**src/rtl/wb_pkg.sv**
```systemverilog
// wb_pkg: shared definitions for the write-back stage.
//   - funct3 load encodings (F3_LB .. F3_LHU)
//   - wb_state_t: miss-handling FSM states
package wb_pkg;

    localparam logic [2:0] F3_LB  = 3'b000;
    localparam logic [2:0] F3_LH  = 3'b001;
    localparam logic [2:0] F3_LW  = 3'b010;
    localparam logic [2:0] F3_LBU = 3'b100;
    localparam logic [2:0] F3_LHU = 3'b101;

    typedef enum logic [1:0] {
        StRun,
        StMissWait,
        StReplay,
        StDrain
    } wb_state_t;

endpackage

```
**src/rtl/wb_stage_if.sv**
```systemverilog
// wb_stage_if: MEM-to-WB bus plus the write-back outputs.
//   master: MEM stage / cache side (drives mem_*, flush, refill_complete)
//   slave : wb_stage (drives stall_req, wb_*, misalign_err, perf_stall_cycles)
interface wb_stage_if #(
    parameter int unsigned XLEN = 32,
    parameter int unsigned RA_W = 5
);
    logic            flush;
    logic            mem_valid;
    logic            mem_reg_write;
    logic            mem_mem_to_reg;
    logic [2:0]      mem_funct3;
    logic [RA_W-1:0] mem_rd;
    logic [XLEN-1:0] mem_alu_result;
    logic [XLEN-1:0] mem_load_data;
    logic            mem_load_miss;
    logic            refill_complete;

    logic            stall_req;
    logic            wb_we;
    logic [RA_W-1:0] wb_rd;
    logic [XLEN-1:0] wb_data;
    logic            misalign_err;
    logic [31:0]     perf_stall_cycles;

    modport master (
        output flush, mem_valid, mem_reg_write, mem_mem_to_reg, mem_funct3, mem_rd,
               mem_alu_result, mem_load_data, mem_load_miss, refill_complete,
        input  stall_req, wb_we, wb_rd, wb_data, misalign_err, perf_stall_cycles
    );

    modport slave (
        input  flush, mem_valid, mem_reg_write, mem_mem_to_reg, mem_funct3, mem_rd,
               mem_alu_result, mem_load_data, mem_load_miss, refill_complete,
        output stall_req, wb_we, wb_rd, wb_data, misalign_err, perf_stall_cycles
    );

endinterface

```
**src/rtl/load_align.sv**
```systemverilog
// load_align: combinational load-data aligner.
//   funct3_i     : load size/sign
//   offset_i     : byte offset within the word (address[1:0])
//   raw_i        : raw word from the data cache
//   data_o       : selected and sign/zero-extended result
//   misaligned_o : halfword on odd offset, or word on nonzero offset
module load_align
    import wb_pkg::*;
#(
    parameter int unsigned XLEN = 32
) (
    input  logic [2:0]      funct3_i,
    input  logic [1:0]      offset_i,
    input  logic [XLEN-1:0] raw_i,
    output logic [XLEN-1:0] data_o,
    output logic            misaligned_o
);

    logic [7:0]  byte_sel;
    logic [15:0] half_sel;

    assign byte_sel = raw_i[{offset_i, 3'b000} +: 8];
    assign half_sel = raw_i[{offset_i[1], 4'b0000} +: 16];

    always_comb begin
        data_o       = raw_i;
        misaligned_o = 1'b0;
        case (funct3_i)
            F3_LB:  data_o = {{(XLEN-8){byte_sel[7]}}, byte_sel};
            F3_LBU: data_o = {{(XLEN-8){1'b0}}, byte_sel};
            F3_LH: begin
                data_o       = {{(XLEN-16){half_sel[15]}}, half_sel};
                misaligned_o = offset_i[0];
            end
            F3_LHU: begin
                data_o       = {{(XLEN-16){1'b0}}, half_sel};
                misaligned_o = offset_i[0];
            end
            // LW and unused encodings take the whole word
            default: begin
                data_o       = raw_i;
                misaligned_o = |offset_i;
            end
        endcase
    end

endmodule

```
**src/rtl/wb_stage.sv**
```systemverilog
// wb_stage: pipeline write-back stage.
// Registers the MEM result, aligns load data, drives the register-file write port,
// and holds the pipeline across a data-cache load miss (MISS_WAIT -> REPLAY commit,
// or DRAIN when the load was flushed).
// Ports:
//   clk : clock, rising edge
//   rst : asynchronous active-low reset
//   bus : wb_stage_if.slave (MEM inputs in; stall_req, wb_*, misalign_err,
//         perf_stall_cycles out)
// Configuration: define WB_PERF_CNT_EN to build the saturating stall-cycle counter;
// otherwise perf_stall_cycles is tied to zero.
module wb_stage
    import wb_pkg::*;
#(
    parameter int unsigned XLEN = 32,
    parameter int unsigned RA_W = 5
) (
    input  logic       clk,
    input  logic       rst,
    wb_stage_if.slave  bus
);

    wb_state_t       state_q, state_d;
    logic            stall_q, stall_d;
    logic            we_q, we_d;
    logic            mis_q, mis_d;
    logic [RA_W-1:0] rd_q, rd_d;
    logic [XLEN-1:0] data_q, data_d;
    // fields of the missed load, replayed once the refill lands
    logic [2:0]      lf3_q, lf3_d;
    logic [1:0]      loff_q, loff_d;
    logic            lrw_q, lrw_d;

    logic [2:0]      al_f3;
    logic [1:0]      al_off;
    logic [XLEN-1:0] al_data;
    logic            al_mis;
    logic            take;
    logic            load_mis;

    // one aligner shared by RUN (live fields) and REPLAY (latched fields)
    assign al_f3  = (state_q == StReplay) ? lf3_q  : bus.mem_funct3;
    assign al_off = (state_q == StReplay) ? loff_q : bus.mem_alu_result[1:0];

    load_align #(
        .XLEN (XLEN)
    ) u_load_align (
        .funct3_i     (al_f3),
        .offset_i     (al_off),
        .raw_i        (bus.mem_load_data),
        .data_o       (al_data),
        .misaligned_o (al_mis)
    );

    assign take     = bus.mem_valid && !bus.flush;
    assign load_mis = bus.mem_mem_to_reg && al_mis;

    always_comb begin
        state_d = state_q;
        stall_d = stall_q;
        we_d    = 1'b0;
        mis_d   = 1'b0;
        rd_d    = rd_q;
        data_d  = data_q;
        lf3_d   = lf3_q;
        loff_d  = loff_q;
        lrw_d   = lrw_q;

        unique case (state_q)
            StRun: begin
                if (take) begin
                    rd_d   = bus.mem_rd;
                    data_d = bus.mem_mem_to_reg ? al_data : bus.mem_alu_result;
                    // a misaligned load faults instead of missing
                    if (bus.mem_mem_to_reg && bus.mem_load_miss && !al_mis) begin
                        state_d = StMissWait;
                        stall_d = 1'b1;
                        lf3_d   = bus.mem_funct3;
                        loff_d  = bus.mem_alu_result[1:0];
                        lrw_d   = bus.mem_reg_write;
                    end else begin
                        we_d  = bus.mem_reg_write && (bus.mem_rd != '0) && !load_mis;
                        mis_d = load_mis;
                    end
                end
            end
            StMissWait: begin
                if (bus.flush) begin
                    if (bus.refill_complete) begin
                        state_d = StRun;
                        stall_d = 1'b0;
                    end else begin
                        state_d = StDrain;
                    end
                end else if (bus.refill_complete) begin
                    state_d = StReplay;
                end
            end
            StReplay: begin
                // commits regardless of flush: the replayed load is architectural
                state_d = StRun;
                stall_d = 1'b0;
                data_d  = al_data;
                we_d    = lrw_q && (rd_q != '0);
            end
            StDrain: begin
                if (bus.refill_complete) begin
                    state_d = StRun;
                    stall_d = 1'b0;
                end
            end
            default: begin
                state_d = StRun;
                stall_d = 1'b0;
            end
        endcase
    end

    always_ff @(posedge clk or negedge rst) begin
        if (!rst) begin
            state_q <= StRun;
            stall_q <= 1'b0;
            we_q    <= 1'b0;
            mis_q   <= 1'b0;
            rd_q    <= '0;
            data_q  <= '0;
            lf3_q   <= '0;
            loff_q  <= '0;
            lrw_q   <= 1'b0;
        end else begin
            state_q <= state_d;
            stall_q <= stall_d;
            we_q    <= we_d;
            mis_q   <= mis_d;
            rd_q    <= rd_d;
            data_q  <= data_d;
            lf3_q   <= lf3_d;
            loff_q  <= loff_d;
            lrw_q   <= lrw_d;
        end
    end

    assign bus.stall_req    = stall_q;
    assign bus.wb_we        = we_q;
    assign bus.wb_rd        = rd_q;
    assign bus.wb_data      = data_q;
    assign bus.misalign_err = mis_q;

`ifdef WB_PERF_CNT_EN
    logic [31:0] perf_q, perf_d;

    always_comb begin
        perf_d = perf_q;
        if (stall_q && (perf_q != 32'hFFFF_FFFF)) begin
            perf_d = perf_q + 32'd1;
        end
    end

    always_ff @(posedge clk or negedge rst) begin
        if (!rst) begin
            perf_q <= '0;
        end else begin
            perf_q <= perf_d;
        end
    end

    assign bus.perf_stall_cycles = perf_q;
`else
    assign bus.perf_stall_cycles = '0;
`endif

endmodule

```
**src/flat_wrapper.sv**
```systemverilog
// flat-port wrapper written by rule: the top's interface ports become plain ports
module wb_stage_flat import wb_pkg::*;
#(
    parameter int unsigned XLEN = 32,
    parameter int unsigned RA_W = 5
)
  (clk, rst, bus_flush, bus_mem_valid, bus_mem_reg_write, bus_mem_mem_to_reg, bus_mem_funct3, bus_mem_rd, bus_mem_alu_result, bus_mem_load_data, bus_mem_load_miss, bus_refill_complete, bus_stall_req, bus_wb_we, bus_wb_rd, bus_wb_data, bus_misalign_err, bus_perf_stall_cycles);
  wb_stage_if #(.XLEN(XLEN), .RA_W(RA_W)) bus_i ();
  input  logic clk;
  input  logic rst;
  input wire logic [$bits(bus_i.flush)-1:0] bus_flush;
  input wire logic [$bits(bus_i.mem_valid)-1:0] bus_mem_valid;
  input wire logic [$bits(bus_i.mem_reg_write)-1:0] bus_mem_reg_write;
  input wire logic [$bits(bus_i.mem_mem_to_reg)-1:0] bus_mem_mem_to_reg;
  input wire logic [$bits(bus_i.mem_funct3)-1:0] bus_mem_funct3;
  input wire logic [$bits(bus_i.mem_rd)-1:0] bus_mem_rd;
  input wire logic [$bits(bus_i.mem_alu_result)-1:0] bus_mem_alu_result;
  input wire logic [$bits(bus_i.mem_load_data)-1:0] bus_mem_load_data;
  input wire logic [$bits(bus_i.mem_load_miss)-1:0] bus_mem_load_miss;
  input wire logic [$bits(bus_i.refill_complete)-1:0] bus_refill_complete;
  output wire logic [$bits(bus_i.stall_req)-1:0] bus_stall_req;
  output wire logic [$bits(bus_i.wb_we)-1:0] bus_wb_we;
  output wire logic [$bits(bus_i.wb_rd)-1:0] bus_wb_rd;
  output wire logic [$bits(bus_i.wb_data)-1:0] bus_wb_data;
  output wire logic [$bits(bus_i.misalign_err)-1:0] bus_misalign_err;
  output wire logic [$bits(bus_i.perf_stall_cycles)-1:0] bus_perf_stall_cycles;
  assign bus_i.flush = bus_flush;
  assign bus_i.mem_valid = bus_mem_valid;
  assign bus_i.mem_reg_write = bus_mem_reg_write;
  assign bus_i.mem_mem_to_reg = bus_mem_mem_to_reg;
  assign bus_i.mem_funct3 = bus_mem_funct3;
  assign bus_i.mem_rd = bus_mem_rd;
  assign bus_i.mem_alu_result = bus_mem_alu_result;
  assign bus_i.mem_load_data = bus_mem_load_data;
  assign bus_i.mem_load_miss = bus_mem_load_miss;
  assign bus_i.refill_complete = bus_refill_complete;
  assign bus_stall_req = bus_i.stall_req;
  assign bus_wb_we = bus_i.wb_we;
  assign bus_wb_rd = bus_i.wb_rd;
  assign bus_wb_data = bus_i.wb_data;
  assign bus_misalign_err = bus_i.misalign_err;
  assign bus_perf_stall_cycles = bus_i.perf_stall_cycles;
  wb_stage #(.XLEN(XLEN), .RA_W(RA_W)) u_core (.clk(clk), .rst(rst), .bus(bus_i));
endmodule
```
**config.mk**
```make
export PLATFORM = sky130hd
export DESIGN_NAME = wb_stage_flat
export DESIGN_NICKNAME = d
export VERILOG_FILES = /design/src/rtl/wb_pkg.sv /design/src/rtl/wb_stage_if.sv /design/src/rtl/load_align.sv /design/src/rtl/wb_stage.sv /design/src/flat_wrapper.sv
export SDC_FILE = /design/constraint.sdc
export NUM_CORES = 1
export LEC_CHECK = 0
export CORE_MARGIN = 2
export CORE_UTILIZATION = 45
export CTS_BUF_LIST = sky130_fd_sc_hd__clkbuf_4 sky130_fd_sc_hd__clkbuf_8
export CTS_CLUSTER_SIZE = 25
export DETAILED_ROUTE_END_ITERATION = 7
export GPL_ROUTABILITY_DRIVEN = 0
export PLACE_DENSITY = 0.95
export REMOVE_ABC_BUFFERS = 1
export SYNTH_ARGS = -nofsm -noshare
export SYNTH_HDL_FRONTEND = slang
export SYNTH_SLANG_ARGS = --single-unit
```
**constraint.sdc**
```tcl
create_clock -name clk -period 5.3 [get_ports clk]
set_input_delay 0.795 -clock clk [delete_from_list [all_inputs] [get_ports clk]]
set_output_delay 0.795 -clock clk [all_outputs]
set_load 0.02 [all_outputs]
```
==> metrics.txt, run 1 <==
Post-synth EDFFs=0; WL final=9059 um; total power divided by cell area=296.1 nW/um2; Worst setup EP type=register; fin. max-slew vios=0; Syn Area/Cell=8.946 um2; clock-pin slew on the worst setup and hold paths=0.10 ns; combinational share of power=0.404; clk buf depth=2; CP peak stage delay=about 0.91 ns; Post-Synth Simple-Gate Area=0.1788; Max Freq=between 300 and 400 MHz; core area=~6400 um2; worst-path fanout max=16; post-synth top area cell=dfrtp_1; Place WS=2.080 ns; Sw Share=0.3694; first-pass GRT wire length=14390 um; Synth cell types=42; post-CTS setup buffers=0; final setup fails=0; Port Buffer Count=approximately 120; total CTS buffers=5; slew margin rel.=0.2269; async set-reset flop share out of synthesis=1.000; crit-path cells=nor2b_1 > mux2i_1 > nor2_1 > a2111oi_4 > a21oi_1; NumNets Final=522; predominant post-synthesis flop cell=dfrtp_1; routed via count=3020; synth warn=0; status=completed; Post-Synth Adder-Cell Area=0; Setup crit start kind=register; compound-cell area share of the yosys netlist=0.2379; CP Class=register to register; P_int=0.7757 mW; xor/xnor share of the synthesized area=0; crit path DAT=3.15 ns; Post-CTS Resized=0; 1st-pass router iterations=6; Layout Skew=0.01271 ns; synthesized flop and latch total=48; Antenna Nets Post-Route=0; Vias per Instance=5.808; Die Y=85.49 um; Final min period=3.007 ns; Area Overhead vs Synth=39.03%; Reg power frac=0.410; most common cell in the netlist=dfrtp_1; Commonest cells post-synth=48 x dfrtp_1, 46 x a21oi_1, 39 x nand2_1, 32 x buf_4, 31 x o21ai_0; largest net degree at the start of global routing=49; top area cells in the synthesized netlist=dfrtp_1 40%, buf_4 8.0%, a21oi_1 7.7%; maxcap violations=0; Synth top area share=0.4020; Initial Util=0.4679; grt ovf=0; required time worst endpoint=between 5 and 6 ns; CTS Hold Bufs=0; sequential-to-total area share from yosys stat=0.4020; combinational family with the most area after synthesis=compound AO/OA/AOI/OAI gates; Wirelength per Cell=17.42 um; part of the power in the clock network=0.186; Placed Area=about 4000 um2; worst setup margin=2.293 ns; worst-margin pin slew=between 1 and 1.5 ns; RSZ-0062 raised after global routing=no; total negative slack=0 ns; Die W=~85 um; fin crit share=0.5673; Post-Syn Area=2988 um2; CTS tree=done; gr usage total=0.2453; Mapped Cells=334; min-delay worst type=register to register; layout cells sized above 1=0.08126; Leak=1.651 nW; vias in the first global route=2934; num ports=152; CTS sink cnt=48; initial antenna violation count=0; CTS H-tree depth=2; Antenna Cells=0; Die ar.=7308 um2; switching power=0.4544 mW; slowest CP cell=a2111oi_4; DR iter-0 viols=247; mux cell area share after synthesis=0.06407; Finished Cell Area=4154 um2; IR drop worst, VDD=0.0001420 V; DP HPWL=~6700 um; DRC=0; Final Hold Vio Count=0; floorplan row count=29; clock root cell=clkbuf_8; worst-skew pair later-pin latency=between 0.3 and 0.4 ns
==> state kept, by name, summed over array words and instances (netlist names) <==
register and count:
u_core.bus.stall_req 1, u_core.loff_q 2, u_core.lf3_q 3, u_core.bus.wb_rd 5
u_core.lrw_q 1, u_core.bus.misalign_err 1, u_core.state_q 2, u_core.bus.wb_we 1
u_core.bus.wb_data 32
==> layer usage <==
metal | GRT usage | vias up | share of wire
met5 | 0 | - | 0
met4 | 0.08658 | 0 | 0.032
met3 | 0.03794 | 28 | 0.087
met2 | 0.4183 | 200 | 0.50
met1 | 0.3164 | 1433 | 0.38
li1 | - | 1359 | -
==> layout by cell type (no fill, tap or decap), types with 8 or more instances in the layout <==
cell	Yosys	layout
a21oi_1	46	46
a31oi_1	8	8
clkdlybuf4s50_1	0	118
conb_1	1	32
dfrtp_1	48	48
mux2_2	12	12
nand2_1	39	39
nor2_1	20	19
o21ai_0	31	31
or3_1	26	26
==> power groups by stage <==
stage	combinational, mW	sequential (mW)	clock, mW
after detailed placement	0.494	0.506	0
after global routing	0.531	0.513	0.245
after CTS	0.496	0.501	0.231
final	0.497	0.504	0.229
after floorplan	0.163	0.579	0
after global placement	0.480	0.504	0
==> cell type report <==
type	count	area (um2)
clock inverter	3	23.77
fill	487	2232
timing repair buffer	120	1194
inverter	3	11.26
clock buffer	5	68.82
multi-input combinational	264	1559
sequential	48	1201
tap	77	96.34
==> critical path: cells and delay by family, from the launching register on <==
kind | cells | cell delay (ns)
AOI/OAI and AO/OA | 2 | 1.07
DFF | 1 | 0.55
muxes | 1 | 0.40
and+or+nand+nor | 2 | 0.82
==> final timing paths <==
| check | startpoint | end | slack, ns | cells past startpoint |
|---|---|---|---|---|
| min in group asynchronous | rst | u_core.bus.misalign_err$_DFF_PN0_ | 0.69 | 1 |
| max in group asynchronous | rst | u_core.bus.wb_data[15]$_DFFE_PN0P_ | 3.94 | 1 |
| worst max register to register | u_core.state_q[1]$_DFFE_PN0P_ | u_core.bus.wb_data[27]$_DFFE_PN0P_ | 2.29 | 5 |
| worst max-delay path | u_core.state_q[1]$_DFFE_PN0P_ | u_core.bus.wb_data[27]$_DFFE_PN0P_ | 2.29 | 5 |
| worst min register to register | u_core.bus.wb_data[7]$_DFFE_PN0P_ | u_core.bus.wb_data[7]$_DFFE_PN0P_ | 0.49 | 2 |
| worst min-delay path | u_core.bus.wb_data[7]$_DFFE_PN0P_ | u_core.bus.wb_data[7]$_DFFE_PN0P_ | 0.49 | 2 |
==> kinds of logic (layout without fill, tap and decap cells) <==
group                  Yosys count  count (layout)
AOI/OAI and AO/OA              110             110
and+or+nand+nor                106             106
buffers and inverters           53             131
DFF                             48              48
muxes                           16              16
other                            1              32
==> through the flow <==
stage / cells / hold WS (ns) / power (mW) / utilization
2_1_floorplan: 315 / 0.4786 / 0.7421 / -
3_3_place_gp: 512 / 0.4652 / 0.9840 / 0.6360
3_5_place_dp: 512 / 0.4745 / 1.000 / 0.6360
4_1_cts: 520 / 0.4956 / 1.228 / 0.6505
5_1_grt: 520 / 0.5404 / 1.290 / 0.6505
6_report: 520 / 0.4949 / 1.230 / 0.6505
Note: power is estimated with default switching activity, not from simulation.
==> run 2: changes to the inputs <==
Settings changed: CORE_UTILIZATION 45 to 37, PLACE_DENSITY 0.95 to 0.84.
Clock period 5.3 ns to 2.5 ns, I/O delays scaled along.
==> run 2 against run 1 <==
Via count fell by 2.4%. Combinational power rose by 120%. Setup slack got worse by 2.2 ns. Die area grew 21%. Sequential power rose by 110%.
==> metrics.txt, run 2 (synthesis results as in run 1) <==
Die ar.=slightly below 9000 um2; total negative slack=0 ns; Layout Skew=~0.012 ns; required time worst endpoint=2.67 ns; Port Buffer Count=119; Final min period=2.361 ns; Largest register FFs=32; fin crit share=0.9444; part of the power in the clock network=0.187; routed via count=a little under 3000; most frequent cells in the layout=118 x clkdlybuf4s50_1, 48 x dfrtp_1, 46 x a21oi_1; worst-path fanout max=20; fin. max-slew vios=0; NumNets Final=536; slowest CP cell=dfrtp_1; DR iter-0 viols=between 200 and 300; layout cells sized above 1=0.1072; slew margin rel.=0.2575; Finished Cell Area=4310 um2; P_int=between 1.5 and 2 mW; Worst setup EP type=register; WHS=0.4751 ns; combinational share of power=0.409; status=completed; IR drop worst, VDD=0.0002605 V; CTS H-tree depth=2; Vias per Instance=5.272; Area Overhead vs Synth=44.26%; worst-margin pin slew=roughly 1.1 ns; total CTS buffers=5; grt ovf=0; clock root cell=clkbuf_8; WL final=9192 um; Post-CTS Resized=0; switching power=0.9230 mW; Placed Area=approximately 4200 um2; total power divided by cell area=608.8 nW/um2; DRC=0; Reg power frac=0.404; min-delay worst type=input port to async pin; Sw Share=0.3517; crit path DAT=approximately 2.5 ns; Max Freq=423.6 MHz; DP HPWL=about 7000 um; num ports=152; cell family with most CP delay=compound AO/OA/AOI/OAI gates; Die W=93.86 um; CTS sink cnt=48; maxcap violations=0; Die Y=93.86 um; Wirelength per Cell=16.44 um; Antenna Nets Post-Route=0; initial antenna violation count=0; total power draw=~2.6 mW; crit-path cells=nor2b_1 > mux2_2 > buf_4 > o21bai_1 > a222oi_1 > a21oi_1; CP peak stage delay=approximately 0.54 ns; Cell Count, Final, Fillers Out=559; Setup crit start kind=register; 1st-pass router iterations=6; Leak=1.729 nW; worst-skew pair later-pin latency=0.30 ns; Final Hold Vio Count=0; clock-pin slew on the worst setup and hold paths=roughly 0.09 ns; vias in the first global route=2972; clk buf depth=2; final setup fails=0; first-pass GRT wire length=about 15000 um; CP Buf/Inv Count=1; CP Class=register to register; largest net degree at the start of global routing=33; most common cell after layout, fill and taps aside=clkdlybuf4s50_1; placed cells=550; CTS tree=done; gr usage total=0.2078; fill count=727; Initial Util=0.3847; core area=between 7000 and 8000 um2; Antenna Cells=0; floorplan row count=32; RSZ-0062 raised after global routing=no
[run 2: area by class of cell]
class / count / area, um2 / area share
clock buffers: 7 / 90.09 / 0.02090
multi-input cells: 264 / 1559 / 0.3617
well taps: 102 / 127.6 / 0.02961
repair buffers: 134 / 1314 / 0.3048
flip-flops and latches: 48 / 1201 / 0.2787
clock inverters: 1 / 7.507 / 0.001742
inverters: 3 / 11.26 / 0.002612
[run 2: power groups by stage]
stage | registers [mW] | clock network (mW) | logic (mW)
floorplan | 1.23 | 0 | 0.346
global placement | 1.07 | 0 | 1.05
detailed placement | 1.07 | 0 | 1.07
CTS | 1.06 | 0.509 | 1.08
global route | 1.08 | 0.552 | 1.16
finish | 1.06 | 0.491 | 1.07
[run 2: stage by stage]
step | setup WS, ns | utilization
after global placement | 0.1454 | 0.5411
final | 0.1391 | 0.5549
after CTS | 0.1957 | 0.5549
after global routing | 0.02466 | 0.5549
after detailed placement | 0.04072 | 0.5411
after floorplan | 0.07772 | -
[run 2: repair_timing]
action | in CTS | in global routing
hold buffers | 1 | 0
hold endpoints to repair | 10 | 0
buffers inserted | 0 | 0
[run 2: final timing paths]
kind	startpoint	endpoint	slack, ns	cells past startpoint
min reg2reg	u_core.lrw_q$_DFFE_PN0P_	u_core.bus.wb_we$_DFF_PN0_	0.52	1
max in group asynchronous	rst	u_core.state_q[1]$_DFFE_PN0P_	1.49	3
min in group clk	u_core.lrw_q$_DFFE_PN0P_	u_core.bus.wb_we$_DFF_PN0_	0.52	1
min	rst	u_core.bus.wb_rd[4]$_DFFE_PN0P_	0.48	2
max reg2reg	u_core.state_q[1]$_DFFE_PN0P_	u_core.bus.wb_data[10]$_DFFE_PN0P_	0.14	6
max	u_core.state_q[1]$_DFFE_PN0P_	u_core.bus.wb_data[10]$_DFFE_PN0P_	0.14	6
[run 2: metal layers]
metal,vias to the layer above,share of wire,track usage
met2,151,0.51,0.3720
met3,5,0.076,0.03772
met5,-,0,0
met4,0,0.0055,0.03140
li1,1392,-,-
met1,1399,0.41,0.2660
